File: src/rtl/vga_pkg.sv
// Shared constants for the pattern drawer: mode encodings, bounce directions
// and the colour-bar table.
package vga_pkg;

    localparam logic [2:0] MODE_BORDER = 3'd0;
    localparam logic [2:0] MODE_BARS   = 3'd1;
    localparam logic [2:0] MODE_CHECK  = 3'd2;
    localparam logic [2:0] MODE_BOX    = 3'd3;
    localparam logic [2:0] MODE_GRAD   = 3'd4;

    localparam logic DIR_INC = 1'b0;
    localparam logic DIR_DEC = 1'b1;

    // {R,G,B} masks, index 0 = white ... index 7 = black
    localparam logic [7:0][2:0] BAR_RGB = {
        3'b000, 3'b001, 3'b100, 3'b101,
        3'b010, 3'b011, 3'b110, 3'b111
    };

endpackage

File: src/rtl/bounce_axis.sv
// One axis of the bouncing box: moves by STEP per tick, clamping and
// reversing at 0 and LIMIT.
module bounce_axis
    import vga_pkg::*;
#(
    parameter int unsigned W     = 10,
    parameter int unsigned LIMIT = 608,
    parameter int unsigned STEP  = 2
) (
    input  logic         clk,
    input  logic         reset,
    input  logic         tick,
    output logic [W-1:0] pos,
    output logic         dir
);

    localparam logic [W:0] LIMIT_EXT = (W+1)'(LIMIT);
    localparam logic [W:0] STEP_EXT  = (W+1)'(STEP);

    logic [W:0] pos_ext;
    logic [W:0] pos_up;
    logic [W:0] pos_dn;

    // one extra bit keeps the overshoot test free of wrap-around
    assign pos_ext = {1'b0, pos};
    assign pos_up  = pos_ext + STEP_EXT;
    assign pos_dn  = pos_ext - STEP_EXT;

    always_ff @(posedge clk) begin
        if (reset) begin
            pos <= '0;
            dir <= DIR_INC;
        end else if (tick) begin
            if (dir == DIR_INC) begin
                if (pos_up > LIMIT_EXT) begin
                    pos <= W'(LIMIT);
                    dir <= DIR_DEC;
                end else begin
                    pos <= pos_up[W-1:0];
                end
            end else begin
                if (pos_ext < STEP_EXT) begin
                    pos <= '0;
                    dir <= DIR_INC;
                end else begin
                    pos <= pos_dn[W-1:0];
                end
            end
        end
    end

endmodule

File: src/rtl/pattern_drawer.sv
// Test-pattern generator between the VGA sync generator and the DAC pads;
// one registered colour stage with syncs delayed to match.
module pattern_drawer
    import vga_pkg::*;
#(
    parameter int unsigned CW         = 10,
    parameter int unsigned COLOR_W    = 8,
    parameter int unsigned MIN_X      = 64,
    parameter int unsigned MIN_Y      = 16,
    parameter int unsigned H_ACT      = 640,
    parameter int unsigned V_ACT      = 480,
    parameter int unsigned CHECK_LOG2 = 5,
    parameter int unsigned BOX_SIZE   = 32,
    parameter int unsigned BOX_STEP   = 2
) (
    input  logic               clk,
    input  logic               reset,
    input  logic [CW-1:0]      CounterX,
    input  logic [CW-1:0]      CounterY,
    input  logic               inDisplayArea,
    input  logic               h_sync_in,
    input  logic               v_sync_in,
    input  logic [2:0]         mode_sel,
    output logic [COLOR_W-1:0] vga_R,
    output logic [COLOR_W-1:0] vga_G,
    output logic [COLOR_W-1:0] vga_B,
    output logic               vga_h_sync,
    output logic               vga_v_sync,
    output logic               frame_start,
    output logic [2:0]         mode_active
);

    localparam logic [CW:0]      X_BEG   = (CW+1)'(MIN_X);
    localparam logic [CW:0]      X_END   = (CW+1)'(MIN_X + H_ACT);
    localparam logic [CW:0]      Y_BEG   = (CW+1)'(MIN_Y);
    localparam logic [CW:0]      Y_END   = (CW+1)'(MIN_Y + V_ACT);
    localparam logic [CW-1:0]    XR_LAST = CW'(H_ACT - 1);
    localparam logic [CW-1:0]    YR_LAST = CW'(V_ACT - 1);
    localparam logic [CW-1:0]    X_HALF  = CW'(H_ACT / 2);
    localparam logic [CW-1:0]    BAR_W   = CW'(H_ACT / 8);
    localparam logic [CW:0]      BOX_EXT = (CW+1)'(BOX_SIZE);
    localparam logic [COLOR_W-1:0] FULL  = {COLOR_W{1'b1}};

    logic               ftick;
    logic [CW-1:0]      xr;
    logic [CW-1:0]      yr;
    logic [CW:0]        xr_ext;
    logic [CW:0]        yr_ext;
    logic               act;
    logic               edge_px;
    logic               in_box;
    logic [CW-1:0]      bar_q;
    logic [2:0]         bar_idx;
    logic [2:0]         bar_mask;
    logic [CW-1:0]      box_x;
    logic [CW-1:0]      box_y;
    logic               dir_x;
    logic               dir_y;
    logic [1:0]         box_dir_unused;
    logic [COLOR_W-1:0] r_nxt;
    logic [COLOR_W-1:0] g_nxt;
    logic [COLOR_W-1:0] b_nxt;

    assign ftick = (CounterX == '0) && (CounterY == '0) && !reset;

    bounce_axis #(.W(CW), .LIMIT(H_ACT - BOX_SIZE), .STEP(BOX_STEP)) u_box_x (
        .clk   (clk),
        .reset (reset),
        .tick  (ftick),
        .pos   (box_x),
        .dir   (dir_x)
    );

    bounce_axis #(.W(CW), .LIMIT(V_ACT - BOX_SIZE), .STEP(BOX_STEP)) u_box_y (
        .clk   (clk),
        .reset (reset),
        .tick  (ftick),
        .pos   (box_y),
        .dir   (dir_y)
    );

    assign box_dir_unused = {dir_x, dir_y};

    // Raster decode shared by every mode
    assign xr      = CounterX - CW'(MIN_X);
    assign yr      = CounterY - CW'(MIN_Y);
    assign xr_ext  = {1'b0, xr};
    assign yr_ext  = {1'b0, yr};
    assign act     = inDisplayArea
                  && ({1'b0, CounterX} >= X_BEG) && ({1'b0, CounterX} < X_END)
                  && ({1'b0, CounterY} >= Y_BEG) && ({1'b0, CounterY} < Y_END);
    assign edge_px = (xr == '0) || (xr == XR_LAST) || (yr == '0) || (yr == YR_LAST);
    assign in_box  = (xr_ext >= {1'b0, box_x}) && (xr_ext < {1'b0, box_x} + BOX_EXT)
                  && (yr_ext >= {1'b0, box_y}) && (yr_ext < {1'b0, box_y} + BOX_EXT);
    assign bar_q    = xr / BAR_W;
    assign bar_idx  = (bar_q > CW'(7)) ? 3'd7 : bar_q[2:0];
    assign bar_mask = BAR_RGB[bar_idx];

    always_comb begin
        r_nxt = '0;
        g_nxt = '0;
        b_nxt = '0;
        if (act) begin
            case (mode_active)
                MODE_BORDER: begin
                    if (edge_px) begin
                        r_nxt = FULL;
                        g_nxt = FULL;
                    end
                    if (xr >= X_HALF) b_nxt = FULL;
                end
                MODE_BARS: begin
                    r_nxt = {COLOR_W{bar_mask[2]}};
                    g_nxt = {COLOR_W{bar_mask[1]}};
                    b_nxt = {COLOR_W{bar_mask[0]}};
                end
                MODE_CHECK: begin
                    if (xr[CHECK_LOG2] ^ yr[CHECK_LOG2]) begin
                        r_nxt = FULL;
                        g_nxt = FULL;
                        b_nxt = FULL;
                    end
                end
                MODE_BOX: begin
                    if (in_box) r_nxt = FULL;
                    if (edge_px) begin
                        r_nxt = FULL;
                        g_nxt = FULL;
                        b_nxt = FULL;
                    end
                end
                MODE_GRAD: begin
                    r_nxt = xr[COLOR_W-1:0];
                    g_nxt = yr[COLOR_W-1:0];
                end
                default: ;
            endcase
        end
    end

    // Output stage; mode is only switched at the frame tick
    always_ff @(posedge clk) begin
        if (reset) begin
            vga_R       <= '0;
            vga_G       <= '0;
            vga_B       <= '0;
            vga_h_sync  <= 1'b1;
            vga_v_sync  <= 1'b1;
            frame_start <= 1'b0;
            mode_active <= MODE_BORDER;
        end else begin
            vga_R       <= r_nxt;
            vga_G       <= g_nxt;
            vga_B       <= b_nxt;
            vga_h_sync  <= h_sync_in;
            vga_v_sync  <= v_sync_in;
            frame_start <= ftick;
            if (ftick) mode_active <= mode_sel;
        end
    end

endmodule
File: config.mk
export PLATFORM = sky130hd
export DESIGN_NAME = pattern_drawer
export DESIGN_NICKNAME = d
export VERILOG_FILES = /design/src/rtl/vga_pkg.sv /design/src/rtl/bounce_axis.sv /design/src/rtl/pattern_drawer.sv
export SDC_FILE = /design/constraint.sdc
export NUM_CORES = 1
export LEC_CHECK = 0
export ABC_AREA = 1
export CORE_MARGIN = 8
export CORE_UTILIZATION = 57
export DETAILED_ROUTE_END_ITERATION = 10
export GPL_ROUTABILITY_DRIVEN = 0
export PLACE_DENSITY = 0.89
export SYNTH_ARGS = -nofsm -noshare
export SYNTH_HDL_FRONTEND = slang
export SYNTH_SLANG_ARGS = --single-unit
File: constraint.sdc
create_clock -name clk -period 4.6 [get_ports clk]
set_clock_uncertainty 0.2 [all_clocks]
set_input_delay 1.15 -clock clk [delete_from_list [all_inputs] [get_ports clk]]
set_output_delay 1.15 -clock clk [all_outputs]
set_load 0.01 [all_outputs]
==> results.cfg, run 1 <==
[status]
status = completed

[global_routing]
grtUsageTotal_pct = 22.0
grt_pass1_wl_mm = 18.1
grt_pass1_vias = 3972
grt_max_degree = 17
grt.overflow.total = 0
antenna_found_initial = 0

[setup_path]
worstPathCellList = clkdlybuf4s50_1 -> inv_1 -> ha_1 -> xor2_1 -> ha_1 -> a21oi_1 -> o21ai_0 -> a211oi_1 -> nand4_1 -> nand4_1 -> nand2_1 -> inv_1
start_kind = input pin
end_kind = register
crit_family = buffers and inverters
worstPathMaxFanout = 8
slowest_delay_ps = 580
critPathBufInv = 3
crit_type = in2reg
cp.required_ps = 4660
slowest_stage = clkdlybuf4s50_1
arrival_ps = 4140

[synthesis]
synth.top_cell.area_share_pct = 21.7
yosys_register_bits = 43
syn_avg_cell_area_um2 = 6.79
synth_fa_ha_area_share_pct = 15.1
synth.area.top_cells = dfxtp_1 22%, ha_1 15%, nand2_1 10%
synthXorXnorAreaFrac_pct = 7.26
synth_top_family_by_area = simple AND/OR/NAND/NOR gates
synth_compound_area_share_pct = 15.9
synth.distinct_cells = 39
synth_top_area_cell = dfxtp_1
seq_area_frac_synth_pct = 21.7
yosys.area_share.simple_pct = 29.5
synth.area.mux_share_pct = 0
synth.cell_area_um2 = 3970
yosys_warnings = 0
netlist_instances = 584
synth_nets = 660

[cells_and_area]
layout_common_cells = 107 x nand2_1, 81 x inv_1, 57 x clkdlybuf4s50_1
post-route-util_pct = 69.2
drive_gt1_share_pct = 6.90
antenna_cells = 0
nNetsFinal = 713
syn_to_final_growth_pct = 17.9
final_common_cell = nand2_1

[sta]
finalCritPeriodShare_pct = 88.8
fmaxAchievable_mhz = 245
max_slew_margin_pct = 39.2
slew_violations = 0
max_slew.worst_pin.slew_ps = 908
hold_viol = 0
setup_viol = 0
rsz0062_at_grt = false
whs_ps = 349
period_needed_ps = 4080
setup_tns_ps = 0

[detailed_routing]
routed_wl_mm = 10.9
drc = 0
wl_per_cell_um = 15.1
antenna_left = 0
vias = 4133
via_per_inst = 5.76
first_pass_iters = 4
drt_iter0_markers = 278

[clocking]
clk_pin_slew_ps = 80
root_buffer = clkbuf_8
ctsHtreeMaxLevel = 2
cts_sinks = 43
cts_tree = built
post_cts_buffers = 0
hold_buffers = 0
cts-resized-gates = 0
cts_buffer_depth = 2
insertion_delay_ps = 310
numCtsBuffers = 5

[floorplanning]
io_pins = 58
rows = 30
start_util_pct = 58.7
die_h_um = 99.4
core_um2 = 6760
die_w_um = 99.4
die_area_um2 = 9880

[power]
power_density_nw_per_um2 = 178
ir_drop_uv = 179
power.leakage_nw = 2.08

[min_path]
hold_path.class = reg2reg

[job]
cap_violations = 0

[place]
io_buffers = 57
place_hpwl_mm = 8.52
[worst reg2reg max path, stage by stage (launching register included)]
cell and delay (ps):
dfxtp_1 490, ha_1 250, nand2_1 90, nor2_1 200, xor2_1 180, ha_1 240
nand2_1 100, o21ai_0 80, a211oi_1 300, nand4_1 350, nand4_1 170, nand2_1 70
inv_1 60
[layout make-up]
cell class | count | area (um2)
timing repair buffer | 61 | 601
sequential | 43 | 861
clock inverter | 1 | 8.76
inverter | 88 | 330
multi-input combinational | 438 | 2690
tap | 80 | 100
fill | 599 | 2080
clock buffer | 7 | 86.3
[registers in the layout (all words and copies together) (netlist names), 3 cells and up]
| name | count |
|---|---|
| vga_R | 8 |
| u_box_y.pos | 9 |
| mode_active | 3 |
| vga_G | 8 |
| u_box_x.pos | 9 |
[synth_stat cells, drive strengths merged]
cell     instances
xnor2            2
o31ai            5
a221oi           4
o21ai           26
inv             88
o2111ai          1
nand4           14
o211ai           6
o21a             2
a41oi            4
nor2            59
a31oi            4
or2              3
a21oi           50
nor3            13
dfxtp           43
nand3           41
a211oi           3
o221ai           1
xor2            30
nor4             3
a221o            1
clkbuf           5
buf             10
ha              48
nand2          117
nand3b           1
[power breakdown]
group	internal [mW]	leakage, nW	switching (mW)
Combinational	0.0817	1.68	0.117
Sequential	0.374	0.347	0.000968
Clock	0.123	0.0484	0.136
Total	0.579	2.08	0.254
[worst paths after layout]
| check | end | slack [ps] | startpoint | cells after the start |
|---|---|---|---|---|
| min reg2reg | mode_active[0]$_SDFFE_PP0P_ | 350 | mode_active[0]$_SDFFE_PP0P_ | 2 |
| min | mode_active[0]$_SDFFE_PP0P_ | 350 | mode_active[0]$_SDFFE_PP0P_ | 2 |
| max | vga_R[2]$_SDFF_PP0_ | 520 | CounterY[4] | 12 |
| max reg2reg | vga_R[2]$_SDFF_PP0_ | 1760 | u_box_y.pos[5]$_SDFFE_PP0P_ | 12 |
[per-stage QoR]
stage                     instance area [um2]  worst slack [ps]  std cells  total power [mW]
after floorplan                          3970              1380        584             0.505
after global placement                   4580               480        710             0.571
after detailed placement                 4580               286        710             0.578
after CTS                                4670               578        718             0.833
after global routing                     4670               277        718             0.876
final                                    4670               517        718             0.833
[per-layer routing]
| layer | vias up | wire [um] | GRT usage, % |
|---|---|---|---|
| met3 | 29 | 812 | 4.19 |
| met5 | - | 0 | 0 |
| met1 | 1885 | 4680 | 26.0 |
| met2 | 183 | 5030 | 37.7 |
| li1 | 2036 | - | - |
| met4 | 0 | 347 | 9.55 |
[cells by family (layout without fill, tap and decap cells)]
family                     count (synthesis)  after routing
buffers and inverters                    103            157
adders and majority gates                 48             48
xor gates and xnor gates                  32             32
and+or+nand+nor                          251            251
AOI/OAI and AO/OA                        107            107
DFF                                       43             43
Power figures use the tool's default switching activity.
==> inputs of run 2 (changes only) <==
Settings changed: CORE_MARGIN 8 to not set, SLEW_MARGIN set to 5.
==> run 2 against run 1 <==
Compared with the run above:
- global-route usage is 6.6 points higher
- clock power is 6% higher
- sequential share of layout area hardly changed
- wire length is 4.5% lower
- sequential power hardly changed
- largest power group unchanged
==> results.cfg, run 2 (synthesis results as in run 1) <==
[status]
status = completed

[power]
power_density_nw_per_um2 = 181
p_sw_share_pct = 30.1
p_clk_share_pct = 32.4
p_sw_uw = 256
internal_power_uw = 593
p_seq_share_pct = 44.3
combinationalPowerShare_pct = 23.3
ir_drop_uv = 149
power.leakage_nw = 2.08

[detailed_routing]
first_pass_iters = 5
via_per_inst = 5.80
antenna_left = 0
routed_wl_mm = 10.4
wl_per_cell_um = 14.4
drc = 0
drt_iter0_markers = 269
vias = 4161

[floorplanning]
die_w_um = 85.4
io_pins = 58
start_util_pct = 58.7
die_area_um2 = 7290
core_um2 = 6760
rows = 30
die_h_um = 85.4

[clocking]
cts_sinks = 43
root_buffer = clkbuf_8
hold_buffers = 0
cts_tree = built
insertion_delay_ps = 310
numCtsBuffers = 5
ctsHtreeMaxLevel = 2
cts-resized-gates = 0
post_cts_buffers = 0
cts_buffer_depth = 2
clk_pin_slew_ps = 80

[sta]
slew_violations = 0
hold_viol = 0
rsz0062_at_grt = false
max_slew_margin_pct = 35.1
fmaxAchievable_mhz = 250
period_needed_ps = 4000
setup_viol = 0
setup_tns_ps = 0
max_slew.worst_pin.slew_ps = 970
finalCritPeriodShare_pct = 87.0

[cells_and_area]
nNetsFinal = 713
top_regs = u_box_x.pos (9), u_box_y.pos (9)
regArea_um2 = 861
design_area_um2 = 4680
drive_gt1_share_pct = 7.05
layout_common_cells = 107 x nand2_1, 81 x inv_1, 57 x clkdlybuf4s50_1
syn_to_final_growth_pct = 18.1
fill_cells = 558
antenna_cells = 0
multi_input_area_um2 = 2690
final_common_cell = nand2_1

[global_routing]
antenna_found_initial = 0
grt_max_degree = 17
grt.overflow.total = 0
grt_pass1_vias = 3813
grtUsageTotal_pct = 28.6
grt_pass1_wl_mm = 17.0

[place]
io_buffers = 57
placed_area_um2 = 4580
place_hpwl_mm = 8.14

[setup_path]
arrival_ps = 4060
start_kind = input pin
end_kind = register
worstPathMaxFanout = 8
crit_type = in2reg
cp.required_ps = 4660

[job]
cap_violations = 0

[min_path]
hold_path.class = reg2reg
run 2: cell types whose count changed in the layout (fill, tap and decap cells not counted):
cell	delta
clkbuf_8	+1
clkinv_4	-1
clkinvlp_4	+1
clkbuf_1	-1
run 2: power by group through the flow:
stage | registers (mW) | logic (mW) | clock network (mW)
after floorplan | 0.386 | 0.120 | 0
after global placement | 0.384 | 0.187 | 0
after detailed placement | 0.384 | 0.193 | 0
after CTS | 0.375 | 0.194 | 0.274
after global routing | 0.376 | 0.219 | 0.285
final | 0.375 | 0.198 | 0.275
run 2: routing by layer:
metal | vias up | wire [um] | global-route usage [%]
li1 | 2037 | - | -
met1 | 1899 | 4510 | 35.5
met2 | 201 | 4860 | 48.6
met3 | 24 | 758 | 5.35
met4 | 0 | 235 | 11.7
met5 | - | 0 | 0
run 2: worst max-delay path: stages:
cell and delay (ps):
clkdlybuf4s50_1 580, inv_1 160, ha_1 270, xor2_1 330, ha_1 330, a21oi_1 150, o21ai_0 120, a211oi_1 300
nand4_1 360, nand4_1 200, nand2_1 70, inv_1 60
run 2: path summary, 6_finish.rpt:
check	startpoint	to	slack (ps)	depth (start not counted)
worst max-delay path	CounterY[4]	vga_R[0]$_SDFF_PP0_	600	12
worst min-delay path	mode_active[0]$_SDFFE_PP0P_	mode_active[0]$_SDFFE_PP0P_	360	2
worst max register to register	u_box_y.pos[5]$_SDFFE_PP0P_	vga_R[0]$_SDFF_PP0_	1820	11
worst min register to register	mode_active[0]$_SDFFE_PP0P_	mode_active[0]$_SDFFE_PP0P_	360	2
run 2: final cells by class:
type | instances | share of cell area, %
multi-input combinational | 438 | 57.4
sequential | 43 | 18.4
timing repair buffer | 61 | 12.8
inverter | 88 | 7.05
tap | 80 | 2.14
clock buffer | 7 | 2.06
clock inverter | 1 | 0.160
run 2: through the flow:
stage               hold WS [ps]  utilization [%]  total power, mW  setup WS, ps  instances
global route                 395             69.3            0.881           416        718
CTS                          356             69.3            0.844           676        718
detailed placement           344             67.8            0.577           371        710
floorplan                    293                -            0.505          1380        584
finish                       364             69.3            0.848           598        718
global placement             328             67.8            0.571           495        710
==> inputs of run 3 (changes only) <==
Settings changed: CORE_MARGIN set to 2.
==> run 3 against run 2 <==
Compared with the run above:
- clock power up 4%
- register-to-register slack worse by 120 ps
- setup slack worse by 190 ps
- highest routed layer unchanged
- worst hold slack worse by 3.7 ps
- critical endpoint is now vga_R[7]$_SDFF_PP0_
- utilization about the same
==> results.cfg, run 3 (synthesis results as in run 1) <==
[setup_path]
crit_type = in2reg
end_kind = register
critPathCapture = vga_R[7]$_SDFF_PP0_
timing.rr.end = vga_R[7]$_SDFF_PP0_
crit_start = CounterY[4]
r2r_slack_ps = 1700
worstPathMaxFanout = 8
cp.required_ps = 4640
worstRegToRegCells = 12
arrival_ps = 4230
rr_startpoint = u_box_y.pos[5]$_SDFFE_PP0P_
start_kind = input pin

[sta]
max_slew_margin_pct = 36.6
fmaxAchievable_mhz = 239
setup_viol = 0
hold_viol = 0
period_needed_ps = 4190
finalCritPeriodShare_pct = 91.1
whs_ps = 360
setup_tns_ps = 0
slew_violations = 0
max_slew.worst_pin.slew_ps = 947
rsz0062_at_grt = false

[power]
power_density_nw_per_um2 = 184
power.leakage_nw = 2.08
combinationalPowerShare_pct = 23.0
p_sw_uw = 246
ir_drop_uv = 148
p_seq_share_pct = 43.6
internal_power_uw = 615
p_sw_share_pct = 28.6
p_clk_share_pct = 33.4

[floorplanning]
io_pins = 58
die_area_um2 = 7640
rows = 30
core_um2 = 6760
start_util_pct = 58.7
die_h_um = 87.4
die_w_um = 87.4

[detailed_routing]
via_per_inst = 5.84
vias = 4188
routed_wl_mm = 10.5
drc = 0
wl_per_cell_um = 14.6
drt_iter0_markers = 249
first_pass_iters = 5
antenna_left = 0

[clocking]
root_buffer = clkbuf_8
cts_buffer_depth = 2
numCtsBuffers = 5
cts_tree = built
hold_buffers = 0
cts-resized-gates = 0
ctsHtreeMaxLevel = 2
insertion_delay_ps = 300
clk_pin_slew_ps = 80
post_cts_buffers = 0
cts_sinks = 43

[cells_and_area]
drive_gt1_share_pct = 6.75
top_regs = u_box_x.pos (9), u_box_y.pos (9)
syn_to_final_growth_pct = 18.1
final_cells = 717
antenna_cells = 0
nNetsFinal = 713
design_area_um2 = 4680
final_common_cell = nand2_1
post-route-util_pct = 69.3
layout_common_cells = 107 x nand2_1, 81 x inv_1, 57 x clkdlybuf4s50_1

[place]
io_buffers = 57
dp.cells = 710
placed_area_um2 = 4580
place_hpwl_mm = 8.19

[global_routing]
use_met3_pct = 4.74
grt_pass1_vias = 3950
gr-usage-met1_pct = 34.0
grtUsageTotal_pct = 27.7
grt_pass1_wl_mm = 17.1
busiest_layer = met2
grt_max_degree = 17
grt.overflow.total = 0
antenna_found_initial = 0
gr-usage-met2_pct = 47.2

[job]
cap_violations = 0

[min_path]
hold_path.class = reg2reg
hp-start = mode_active[0]$_SDFFE_PP0P_

[status]
status = completed
[run 3: per-layer routing]
| metal | share of wire (%) | up-vias | wire, um |
|---|---|---|---|
| met5 | 0 | - | 0 |
| met4 | 3.0 | 0 | 310 |
| met3 | 7.3 | 39 | 763 |
| met2 | 47 | 209 | 4940 |
| met1 | 43 | 1896 | 4480 |
| li1 | - | 2044 | - |
[run 3: final cells by class]
cell class	count	area, um2
fill	533	2070
clock buffer	6	72.6
clock inverter	1	30.0
sequential	43	861
tap	80	100
timing repair buffer	61	601
multi-input combinational	438	2690
inverter	88	330
[run 3: worst max-delay path, cell delays in order]
cell,delay [ps]
clkdlybuf4s50_1,610
inv_1,180
ha_1,280
xor2_1,390
ha_1,350
a21oi_1,130
o21ai_0,110
a211oi_1,340
nand4_1,370
nand4_1,180
nand2_1,70
inv_1,70
[run 3: stage by stage]
step	power, mW	setup WS [ps]
2_1_floorplan	0.505	1380
3_3_place_gp	0.571	493
3_5_place_dp	0.578	252
4_1_cts	0.859	559
5_1_grt	0.898	198
6_report	0.861	410
[run 3: how the worst min path moves through the flow]
stage / to / slack, ps / cells after the start
floorplan: u_box_x.dir$_SDFFE_PP0P_ / 290 / 2
global placement: mode_active[0]$_SDFFE_PP0P_ / 330 / 2
detailed placement: mode_active[0]$_SDFFE_PP0P_ / 340 / 2
CTS: mode_active[0]$_SDFFE_PP0P_ / 350 / 2
global route: mode_active[0]$_SDFFE_PP0P_ / 380 / 2
finish: mode_active[0]$_SDFFE_PP0P_ / 360 / 2
[run 3: power by group through the flow]
| stage | Combinational, mW | Sequential (mW) | Clock [mW] |
|---|---|---|---|
| floorplan | 0.120 | 0.386 | 0 |
| global placement | 0.187 | 0.384 | 0 |
| detailed placement | 0.194 | 0.384 | 0 |
| CTS | 0.195 | 0.375 | 0.288 |
| global route | 0.220 | 0.376 | 0.302 |
| finish | 0.198 | 0.375 | 0.287 |
